==> src/rtl/clk_switch_pkg.sv <==
// Shared types, select encodings and the one-bit-per-step select walk
// for the glitch-free clock switch sequencer.
package clk_switch_pkg;

  typedef enum logic [1:0] {
    StIdle,
    StStep,
    StSettle,
    StDone
  } seq_state_e;

  localparam logic [1:0] SEL_800M  = 2'b00;
  localparam logic [1:0] SEL_500M  = 2'b01;
  localparam logic [1:0] SEL_1000M = 2'b10;
  localparam logic [1:0] SEL_TRANS = 2'b11;

  // 01<->10 would flip both bits at once, so detour through 11 (1000M stays selected).
  function automatic logic [1:0] next_sel(input logic [1:0] cur, input logic [1:0] tgt);
    logic [1:0] nxt;
    if ((cur ^ tgt) == 2'b11) begin
      nxt = SEL_TRANS;
    end else begin
      nxt = tgt;
    end
    return nxt;
  endfunction

endpackage

==> src/rtl/rr_arbiter.sv <==
// Round-robin arbiter: one-hot grant starting the search at the pointer;
// the pointer moves past the winner on each advance strobe.
module rr_arbiter #(
  parameter int unsigned N = 2
) (
  input  logic         clk,
  input  logic         rst,
  input  logic [N-1:0] req,
  input  logic         advance,
  output logic [N-1:0] gnt
);

  localparam int unsigned PtrW = (N > 1) ? $clog2(N) : 1;

  logic [PtrW-1:0] ptr;
  logic [PtrW-1:0] idx_hi;
  logic [PtrW-1:0] idx_any;
  logic [PtrW-1:0] win_idx;
  logic            hit_hi;
  logic            hit_any;

  // Lowest requester at or above the pointer wins; otherwise wrap to the lowest overall.
  always_comb begin
    hit_hi  = 1'b0;
    hit_any = 1'b0;
    idx_hi  = '0;
    idx_any = '0;
    for (int i = int'(N) - 1; i >= 0; i--) begin
      if (req[i]) begin
        hit_any = 1'b1;
        idx_any = PtrW'(i);
        if (PtrW'(i) >= ptr) begin
          hit_hi = 1'b1;
          idx_hi = PtrW'(i);
        end
      end
    end
    win_idx = hit_hi ? idx_hi : idx_any;
    gnt     = '0;
    if (hit_any) begin
      gnt[win_idx] = 1'b1;
    end
  end

  always_ff @(posedge clk) begin
    if (rst) begin
      ptr <= '0;
    end else if (advance && hit_any) begin
      ptr <= (32'(win_idx) == N - 1) ? '0 : win_idx + 1'b1;
    end
  end

endmodule

==> src/rtl/clk_switch_seq.sv <==
// Sequencer for the 3-source clock switch: arbitrates requesters, walks clk_sel
// one bit at a time with a settle window per change, then acknowledges.
module clk_switch_seq
  import clk_switch_pkg::*;
#(
  parameter int unsigned N_REQ         = 2,
  parameter int unsigned SETTLE_CYCLES = 8,
  parameter logic [1:0]  RESET_SEL     = SEL_800M
) (
  input  logic               clk,
  input  logic               rst,
  input  logic [N_REQ-1:0]   req,
  input  logic [2*N_REQ-1:0] req_sel,
  output logic [N_REQ-1:0]   gnt,
  output logic               err,
  output logic               busy,
  output logic [1:0]         clk_sel
);

  localparam int unsigned     CntW    = $clog2(SETTLE_CYCLES + 1);
  localparam logic [CntW-1:0] CntInit = CntW'(SETTLE_CYCLES - 1);

  seq_state_e       state;
  logic [CntW-1:0]  cnt;
  logic [1:0]       tgt;
  logic [N_REQ-1:0] win;
  logic             restep;
  logic [N_REQ-1:0] arb_gnt;
  logic [1:0]       win_sel;
  logic             advance;

  assign advance = (state == StIdle);

  rr_arbiter #(
    .N(N_REQ)
  ) u_arb (
    .clk    (clk),
    .rst    (rst),
    .req    (req),
    .advance(advance),
    .gnt    (arb_gnt)
  );

  always_comb begin
    win_sel = '0;
    for (int i = 0; i < int'(N_REQ); i++) begin
      if (arb_gnt[i]) begin
        win_sel = req_sel[2*i +: 2];
      end
    end
  end

  always_ff @(posedge clk) begin
    if (rst) begin
      state   <= StIdle;
      clk_sel <= RESET_SEL;
      cnt     <= '0;
      tgt     <= RESET_SEL;
      win     <= '0;
      restep  <= 1'b0;
      gnt     <= '0;
      err     <= 1'b0;
      busy    <= 1'b0;
    end else begin
      gnt <= '0;
      err <= 1'b0;
      unique case (state)
        StIdle: begin
          if (|req) begin
            tgt  <= win_sel;
            win  <= arb_gnt;
            busy <= 1'b1;
            if (win_sel == SEL_TRANS || win_sel == clk_sel) begin
              state <= StDone;
              gnt   <= arb_gnt;
              err   <= (win_sel == SEL_TRANS);
            end else begin
              state <= StStep;
            end
          end
        end
        StStep: begin
          // A second step spends one extra cycle here before moving off the transient code.
          if (restep) begin
            restep <= 1'b0;
          end else begin
            clk_sel <= next_sel(clk_sel, tgt);
            cnt     <= CntInit;
            state   <= StSettle;
          end
        end
        StSettle: begin
          if (cnt != '0) begin
            cnt <= cnt - 1'b1;
          end else if (clk_sel != tgt) begin
            state  <= StStep;
            restep <= 1'b1;
          end else begin
            state <= StDone;
            gnt   <= win;
          end
        end
        StDone: begin
          state <= StIdle;
          busy  <= 1'b0;
        end
        default: state <= StIdle;
      endcase
    end
  end

endmodule

==> config.mk <==
export PLATFORM = sky130hd
export DESIGN_NAME = clk_switch_seq
export DESIGN_NICKNAME = d
export VERILOG_FILES = /design/src/rtl/clk_switch_pkg.sv /design/src/rtl/rr_arbiter.sv /design/src/rtl/clk_switch_seq.sv
export SDC_FILE = /design/constraint.sdc
export NUM_CORES = 1
export LEC_CHECK = 0
export ABC_AREA = 0
export ABC_CLOCK_PERIOD_IN_PS = 3770
export CAP_MARGIN = 20
export CORE_MARGIN = 3
export CORE_UTILIZATION = 36
export CTS_CLUSTER_SIZE = 25
export DETAILED_ROUTE_END_ITERATION = 6
export GPL_ROUTABILITY_DRIVEN = 1
export PLACE_DENSITY = 0.64
export SETUP_SLACK_MARGIN = 0.02
export SYNTH_ARGS = -nofsm -noshare
export SYNTH_HDL_FRONTEND = slang
export SYNTH_SLANG_ARGS = --single-unit
==> constraint.sdc <==
create_clock -name clk -period 3.77 [get_ports clk]
set_input_delay 0.754 -clock clk [delete_from_list [all_inputs] [get_ports clk]]
set_output_delay 0.754 -clock clk [all_outputs]
set_load 0.005 [all_outputs]
Yosys cells after proc, flatten, opt, wreduce, memory -nomap -nowiden
Cells that the tools add are included.
Operators by class
  $add $sub $neg: 2
  reduce and logical (&&, ||, !) cells: 15
  shift-type cells: 0
  bitwise operators: 5
  multiply operators: 0
  muxes and demuxes: 36
  equality and inequality tests: 12
  divide/modulo/power cells: 0
  order comparisons: 4
Operator list (count)
  2-bit 2-to-1 mux: 13
  1-bit 2-to-1 mux: 15
  2-bit inequality test, second input constant: 5
  3-bit AND reduction: 3
  2-bit equality test, second input constant: 4
  4-bit 2-to-1 mux: 2
  2-bit one-hot mux with 4 select lines: 1
  4-bit one-hot mux with 2 select lines: 1
  2-bit AND reduction: 3
  1-bit inverter: 4
  1-bit one-hot mux with 2 select lines: 2
  2-bit one-hot mux with 2 select lines: 1
  2-bit nonzero test: 2
  4-bit nonzero test: 1
  4-bit OR reduction: 1
  4-bit by 1-bit subtractor with 4-bit output, second input constant: 1
  2-bit by 1-bit equality test with 1-bit output, second input constant: 1
  2-bit equality test: 1
  1-bit greater-or-equal comparator, first input constant: 2
  1-bit logical AND: 2
  2-bit logical NOT: 1
  1-bit by 2-bit less-than comparator with 1-bit output, second input constant: 1
  2-bit inequality test: 1
  2-bit OR reduction: 1
  5 further kinds: 5
Storage, ports and cells
  bits in latches: 0
  memories: 0
  RAM bits: 0
  output and inout port bits: 6
  memory bits (read-only): 0
  flip-flop bits (word level): 18
  input bits: 8

Longest topological paths before layout
Gate-level depths: netlist (run 1).
  depth after elaboration: 18
  mapped depth: 7
  mapped depth without buffers: 7

By module
Synthesis (run 1) repeated with hierarchy kept, for this count alone.
Second synthesis, totals
  cell total of the unflattened synthesis: 103
  area total of the unflattened synthesis: 922.1 µm²
Modules (own cells, without submodules)
  clk_switch_seq: cells each 96, area each 857.1 µm², instances 1, sequential area each 340.3 µm²
  rr_arbiter: cells each 7, area each 65.1 µm², instances 1, sequential area each 20.0 µm²

Worst setup path before layout (run 1)
No wires, ideal clock.
  path type: input to register
  from: input port req[0]
  to: register state[1]
  slack: 2.080 ns
  stages: 4
  path buffers: 0
  arrival time: 1.571 ns
  setup time: 0.120 ns
  cells stage by stage: a21boi_2 a32oi_1 a22oi_2 o31a_1
Between the ends
  cells in the longest elaborated chain, start to end: 14
  elaborated cells between the ends (all ways): 22
  those cells by class: 2 x order compare; 3 x eq/ne; 13 x mux; 4 x reduce/logical
Ends and longest elaborated chain
  start: declaration: RTL line clk_switch_seq.sv:12  | input logic [N_REQ-1:0] req,
  1-bit 2-to-1 mux: RTL line rr_arbiter.sv:29  | if (req[i]) begin
  1-bit 2-to-1 mux: RTL line rr_arbiter.sv:38  | win_idx = hit_hi ? idx_hi : idx_any;
  1-bit by 2-bit less-than comparator with 1-bit output (not written as such) / 1-bit greater-or-equal comparator (equally long branches): RTL line rr_arbiter.sv:41  | gnt[win_idx] = 1'b1;
  1-bit logical AND (not written as such): RTL line rr_arbiter.sv:41
  1-bit 2-to-1 mux (not written as such): RTL line rr_arbiter.sv:41
  1-bit demux with 1-bit select
  2-bit 2-to-1 mux: RTL line rr_arbiter.sv:40  | if (hit_any) begin
  2-bit 2-to-1 mux (2 in a row): RTL line clk_switch_seq.sv:47  | if (arb_gnt[i]) begin
  2-bit equality test: RTL line clk_switch_seq.sv:73  | if (win_sel == SEL_TRANS || win_sel == clk_sel) begin
  1-bit logical OR: RTL line clk_switch_seq.sv:73
  2-bit 2-to-1 mux: RTL line clk_switch_seq.sv:73
  2-bit 2-to-1 mux: RTL line clk_switch_seq.sv:69  | if (|req) begin
  2-bit one-hot mux with 4 select lines: RTL line clk_switch_seq.sv:67  | unique case (state)
  end signal: assignment: RTL line clk_switch_seq.sv:74  | state <= StDone;
  end signal: assignment: RTL line clk_switch_seq.sv:78  | state <= StStep;
  end signal: assignment: RTL line clk_switch_seq.sv:89  | state <= StSettle;
  end: declaration: RTL line clk_switch_seq.sv:23  | seq_state_e state;
Several ways; a longest one is shown, not always the timed one. The select of a mux whose other input is x is not followed.
A chain may end at the register's enable or synchronous reset.

Final worst setup path (run 1)
  from: input port req[1]
  to: register gnt[1]
Between the ends
  cells in the longest elaborated chain, start to end: 16
  elaborated cells between the ends (all ways): 24
  those cells by class: 2 x order compare; 2 x eq/ne; 17 x mux; 3 x reduce/logical
Ends and longest elaborated chain
  1-bit 2-to-1 mux: RTL line rr_arbiter.sv:29
  1-bit 2-to-1 mux: RTL line rr_arbiter.sv:32  | if (PtrW'(i) >= ptr) begin
  1-bit 2-to-1 mux: RTL line rr_arbiter.sv:29
  1-bit 2-to-1 mux: RTL line rr_arbiter.sv:38
  1-bit by 2-bit less-than comparator with 1-bit output (not written as such) / 1-bit greater-or-equal comparator (equally long branches): RTL line rr_arbiter.sv:41
  1-bit logical AND (not written as such): RTL line rr_arbiter.sv:41
  1-bit 2-to-1 mux (not written as such): RTL line rr_arbiter.sv:41
  1-bit demux with 1-bit select
  2-bit 2-to-1 mux: RTL line rr_arbiter.sv:40
  2-bit 2-to-1 mux (2 in a row): RTL line clk_switch_seq.sv:47
  2-bit equality test: RTL line clk_switch_seq.sv:73
  1-bit logical OR: RTL line clk_switch_seq.sv:73
  2-bit 2-to-1 mux: RTL line clk_switch_seq.sv:73
  2-bit 2-to-1 mux *: RTL line clk_switch_seq.sv:69
  2-bit one-hot mux with 2 select lines *: RTL line clk_switch_seq.sv:67
  end signal: assignment: RTL line clk_switch_seq.sv:75  | gnt <= arb_gnt;
  end signal: assignment: RTL line clk_switch_seq.sv:100  | gnt <= win;
  end: declaration: RTL line clk_switch_seq.sv:14  | output logic [N_REQ-1:0] gnt,
Every way passes the cells marked *; elsewhere a longest branch is shown, timed or not.

==> results.yml, run 1 <==
timing:
  slew-limit-headroom: 0.577
  finalHoldViolCount: 0
  rsz0062_at_grt: "no"
  worst_pin_slew_ns: 0.633
  setup_tns_ns: 0
  setup_violations: 0
  slew_viol_final: 0
  fin_crit_sh: 0.568
  skew_ns: 0.00470
  fmax_mhz: 467
  hold_slack_ns: 0.496
  period_minus_slack_ns: 2.14
critical_path:
  crit_type: "in -> reg"
  crit_required_ns: 4.01
  cp-end-kind: "register"
  worstPathMaxFanout: 7
  cp_slowest_cell: "clkdlybuf4s50_1"
  critical_path_arrival_ns: 2.38
  slowest_delay_ns: 0.62
  crit_chain: "clkdlybuf4s50_1 -> a21boi_2 -> a32oi_1 -> o21bai_1 -> a22oi_2 -> a32o_1"
  start_kind: "input port"
global_route:
  grt_usage: 0.145
  grt_pass1_wl_um: 3060
  gr-total-overflow: 0
  grt_pass1_vias: 704
  antenna_found_initial: 0
  grt_max_degree: 19
cells_and_area:
  final_cells: 137
  antenna_cells: 0
  syn_to_final_growth_pct: 22.1
  drive_above_1_share: 0.0636
  ff_latch_area_um2: 360
  filler_cell_count: 206
  fin_nets: 120
  multi_input_area_um2: 457
placed_design:
  dpl.hpwl_um: 1300
  portBuffers: 13
  place_inst: 133
  globalplace.congestion: 0.736
clock_network:
  cts_resized: 0
  clk_pin_slew_ns: 0.10
  cts_buffers: 3
  clock_latency_ns: 0.29
  tritoncts: "done"
  clk_path_buf_depth: 2
  h-tree-depth: 1
  postCtsSetupRepairBufs: 0
  cts-root-buf: "clkbuf_4"
  cts.sinks: 18
  cts-hold-fix-buffers: 0
synthesis:
  synthTopCellsByArea: "dfxtp_1 43%, nor2_1 5.8%, a21oi_1 4.2%, nand2_1 4.0%, nor3_1 3.6%"
  postSynthNetCount: 106
  synthSimpleGateAreaFrac: 0.221
  synth_top_cell_by_area: "dfxtp_1"
  synth_top_family_by_area: "compound AO/OA/AOI/OAI gates"
  synth_edf_count: 0
  synth_xor_area_frac: 0.0417
  synthDistinctLibCells: 30
  async_reset_ff_frac: 0
  synth_seq_area_share: 0.429
  synthCells: 97
  ys.flop_type: "dfxtp_1"
  ys_ff_latch: 18
  synth_top_area_frac: 0.429
  synth_compound_area_frac: 0.267
  synth_area_um2: 840
  synthMuxAreaShare: 0
  post_synth.cell_area_avg_um2: 8.66
  ys_warn_count: 0
  synthAdderAreaFrac: 0.0149
hold_path:
  hp-class: "reg -> reg"
power_and_ir_drop:
  p_seq_frac: 0.436
  p_comb_frac: 0.399
  ir_drop_mv: 0.424
  power_frac_clock: 0.165
  p_switching_uw: 263
  power_density_mw_per_mm2: 684
  p_int_uw: 438
  power_leakage_nw: 0.371
  swShare: 0.375
die:
  io_pins: 14
  coreArea_mm2: 0.00208
  num_rows: 16
  die_w_um: 54.3
  start_util: 0.403
  die_area_mm2: 0.00295
  die_h_um: 54.3
drt:
  route.detailed.wl_per_inst_um: 12.8
  ant_nets: 0
  drc: 0
  drtPass1Iterations: 4
  viasPerCell: 5.30
  route.vias.total: 726
  drt_iter0_drc: 12
  wl_um: 1760
outcome:
  status: "completed"
job:
  max_cap_violations: 0
==> worst max-delay path, delay by kind of cell <==
family	cells	cell delay [ns]
AOI/OAI and AO/OA	5	1.01
buffers and inverters	1	0.62
==> cell usage after synthesis, types with 2 or more instances <==
master,number
dfxtp_1,18
o21ai_0,2
clkbuf_1,4
a221oi_1,2
and3_1,2
nor3_1,6
inv_1,2
xor2_1,3
a211oi_1,4
o21bai_1,4
nor2b_1,2
a21oi_1,7
nand2b_1,4
nand2_1,9
nor2_1,13
==> metal layers <==
layer | track usage | wire, um | vias to the layer above
met5 | 0 | 0 | -
met4 | 0.0249 | 12 | 0
met3 | 0.0572 | 53 | 2
met2 | 0.211 | 768 | 9
met1 | 0.202 | 921 | 334
li1 | - | - | 381
==> metrics by stage <==
step | utilization | instance area [um2] | power, mW | setup slack [ns]
2_1_floorplan | - | 840 | 0.515 | 2.08
3_3_place_gp | 0.475 | 988 | 0.584 | 1.43
3_5_place_dp | 0.475 | 988 | 0.589 | 1.36
4_1_cts | 0.492 | 1020 | 0.706 | 1.66
5_1_grt | 0.492 | 1020 | 0.769 | 1.52
6_report | 0.492 | 1020 | 0.701 | 1.63
==> placed cells by master (no fill, tap or decap), types with 3 or more instances in the layout <==
master / count
nor2_1: 13
clkdlybuf4s50_1: 13
a211oi_1: 4
a21oi_1: 7
nor3_1: 6
xor2_1: 3
o21bai_1: 4
dfxtp_1: 18
clkbuf_4: 3
nand2_1: 9
nand2b_1: 4
==> cells by family after synthesis <==
logic type,count (synthesis)
adder cells (fa/ha/maj),1
flip-flops,18
XOR/XNOR,4
AO/OA/AOI/OAI,29
buffers and inverters,6
AND/OR/NAND/NOR,39
==> final timing paths <==
| check | to | from | depth (start not counted) | slack (ns) |
|---|---|---|---|---|
| worst max-delay path | gnt[1] | req[1] | 6 | 1.63 |
| worst min-delay path | restep | restep | 2 | 0.50 |
| worst max register to register | state[1] | cnt[0] | 7 | 2.15 |
| worst min register to register | restep | restep | 2 | 0.50 |
==> power groups by stage <==
stage	logic, mW	clock network (mW)	registers [mW]
finish	0.279	0.116	0.306
global route	0.323	0.127	0.318
CTS	0.281	0.121	0.305
detailed placement	0.280	0	0.309
global placement	0.274	0	0.310
floorplan	0.230	0	0.284
==> state kept, by name, indices dropped and copies added, names as in the netlist <==
name       flops
busy           1
win            2
tgt            2
cnt            4
restep         1
clk_sel        2
err            1
u_arb.ptr      1
gnt            2
state          2
==> layout make-up <==
cell class / count / share of cell area
clock buffer: 4 / 0.0354
tap: 27 / 0.0330
timing repair buffer: 13 / 0.127
sequential: 18 / 0.352
inverter: 2 / 0.00733
multi-input combinational: 73 / 0.446
Power figures use the tool's default switching activity.
==> run 2: changes to the inputs <==
--- a/config.mk
+++ b/config.mk
@@ -6,14 +6,14 @@
 export NUM_CORES = 1
 export LEC_CHECK = 0
 export ABC_AREA = 0
-export ABC_CLOCK_PERIOD_IN_PS = 3770
+export ABC_CLOCK_PERIOD_IN_PS = 1800
 export CAP_MARGIN = 20
 export CORE_MARGIN = 3
 export CORE_UTILIZATION = 36
 export CTS_CLUSTER_SIZE = 25
 export DETAILED_ROUTE_END_ITERATION = 6
 export GPL_ROUTABILITY_DRIVEN = 1
-export PLACE_DENSITY = 0.64
+export PLACE_DENSITY = 0.66
 export SETUP_SLACK_MARGIN = 0.02
 export SYNTH_ARGS = -nofsm -noshare
 export SYNTH_HDL_FRONTEND = slang
==> constraint.sdc (replaced) <==
create_clock -name clk -period 1.8 [get_ports clk]
set_input_delay 0.36 -clock clk [delete_from_list [all_inputs] [get_ports clk]]
set_output_delay 0.36 -clock clk [all_outputs]
set_load 0.005 [all_outputs]
==> run 2 against run 1 <==
Utilization up 2.9 points. Hold slack worse by 0.0051 ns. Routed wire length up 2.7%. Sequential cell count unchanged. Die area unchanged. Largest power group unchanged.
==> results.yml, run 2 (same netlist as run 1, synthesis figures left out) <==
cells_and_area:
  final_cells: 145
  final_cell_mix: "18 x dfxtp_1, 13 x nor2_1, 13 x clkdlybuf4s50_1"
  drive_above_1_share: 0.127
  antenna_cells: 0
  layout_commonest_cell: "dfxtp_1"
  syn_to_final_growth_pct: 29.2
  largest_reg_flops: 4
  fin_nets: 128
  regMostFlops: "cnt"
drt:
  route.detailed.wl_per_inst_um: 12.4
  viasPerCell: 5.17
  wl_um: 1800
  drt_iter0_drc: 14
  route.vias.total: 750
  ant_nets: 0
  drtPass1Iterations: 2
  drc: 0
power_and_ir_drop:
  p_int_uw: 945
  p_comb_frac: 0.410
  p_seq_frac: 0.426
  finalPower_mw: 1.51
  power_density_mw_per_mm2: 1390
  p_switching_uw: 565
  power_leakage_nw: 0.410
  power_frac_clock: 0.164
  ir_drop_mv: 0.801
  swShare: 0.374
global_route:
  grt_max_degree: 14
  grt_pass1_vias: 731
  antenna_found_initial: 0
  gr-total-overflow: 0
  grt_usage: 0.149
  grt_pass1_wl_um: 3130
timing:
  worst_pin_slew_ns: 0.418
  rsz0062_at_grt: "no"
  fmax_mhz: 617
  finalHoldViolCount: 0
  period_minus_slack_ns: 1.62
  setup_violations: 0
  hold_slack_ns: 0.491
  slew-limit-headroom: 0.720
  skew_ns: 0.00257
  slew_viol_final: 0
  fin_crit_sh: 0.901
critical_path:
  cp_slowest_cell: "clkdlybuf4s50_1"
  crit_type: "reg -> out"
  crit_chain: "clkdlybuf4s50_1"
  rr_worst_depth: 7
  crit_required_ns: 1.44
  slowest_delay_ns: 0.53
  reg2reg_slack_ns: 0.18
  r2r_start: "cnt[0]"
  critical_path_arrival_ns: 1.26
  worstPathMaxFanout: 5
  crit_family: "buffers and inverters"
  start_kind: "register"
  cp.buffers_inverters: 1
  r2r_end: "state[1]"
  cp-end-kind: "output port"
clock_network:
  postCtsSetupRepairBufs: 0
  cts.sinks: 18
  cts-hold-fix-buffers: 0
  cts_buffers: 3
  clk_pin_slew_ns: 0.10
  clock_latency_ns: 0.30
  cts-root-buf: "clkbuf_4"
  cts_resized: 0
  clk_path_buf_depth: 2
  h-tree-depth: 1
  tritoncts: "done"
outcome:
  status: "completed"
hold_path:
  hp-class: "reg -> reg"
  holdCritStartpoint: "win[1]"
  min_path_cells: 1
  min_to: "gnt[1]"
die:
  die_area_mm2: 0.00295
  io_pins: 14
  start_util: 0.403
  die_w_um: 54.3
  die_h_um: 54.3
  coreArea_mm2: 0.00208
  num_rows: 16
placed_design:
  portBuffers: 13
  place_inst: 141
  dpl.hpwl_um: 1350
  globalplace.congestion: 0.813
job:
  max_cap_violations: 0
==> run 2: cell count changes in the layout (fill, tap and decap cells not counted) <==
cell,previous run,this run
buf_4,0,8
==> run 2: through the flow <==
| stage | setup TNS [ns] | area [um2] | worst slack [ns] | util |
|---|---|---|---|---|
| after global routing | 0 | 1080 | 0.0492 | 0.521 |
| final | 0 | 1080 | 0.178 | 0.521 |
| after global placement | -0.0657 | 1050 | -0.0486 | 0.504 |
| after CTS | 0 | 1080 | 0.179 | 0.521 |
| after floorplan | 0 | 840 | 0.353 | - |
| after detailed placement | -0.269 | 1050 | -0.0729 | 0.504 |
==> run 2: worst max path at each step <==
stage,start,end,cells past startpoint
after floorplan,cnt[0],state[1],7
after global placement,req[0],gnt[1],6
after detailed placement,req[0],gnt[1],6
after CTS,clk_sel[0],clk_sel[0],1
after global routing,cnt[0],state[1],7
final,clk_sel[0],clk_sel[0],1
==> run 2: final cells by class <==
class | instances | area, um2
well taps | 27 | 33.8
multi-input cells | 73 | 457
flip-flops and latches | 18 | 360
inverters | 2 | 7.51
fillers | 198 | 997
clock buffers | 4 | 36.3
repair buffers | 21 | 190
==> run 2: routing by layer <==
| metal | share of wire | track usage |
|---|---|---|
| met4 | 0.013 | 0.0705 |
| met5 | 0 | 0 |
| met3 | 0.045 | 0.0654 |
| met1 | 0.50 | 0.196 |
| met2 | 0.44 | 0.205 |
==> run 2: power by group through the flow <==
| stage | clock network [mW] | logic (mW) | registers [mW] |
|---|---|---|---|
| finish | 0.247 | 0.620 | 0.644 |
| floorplan | 0 | 0.483 | 0.595 |
| global placement | 0 | 0.604 | 0.649 |
| detailed placement | 0 | 0.614 | 0.650 |
| global route | 0.271 | 0.712 | 0.661 |
| CTS | 0.257 | 0.618 | 0.641 |
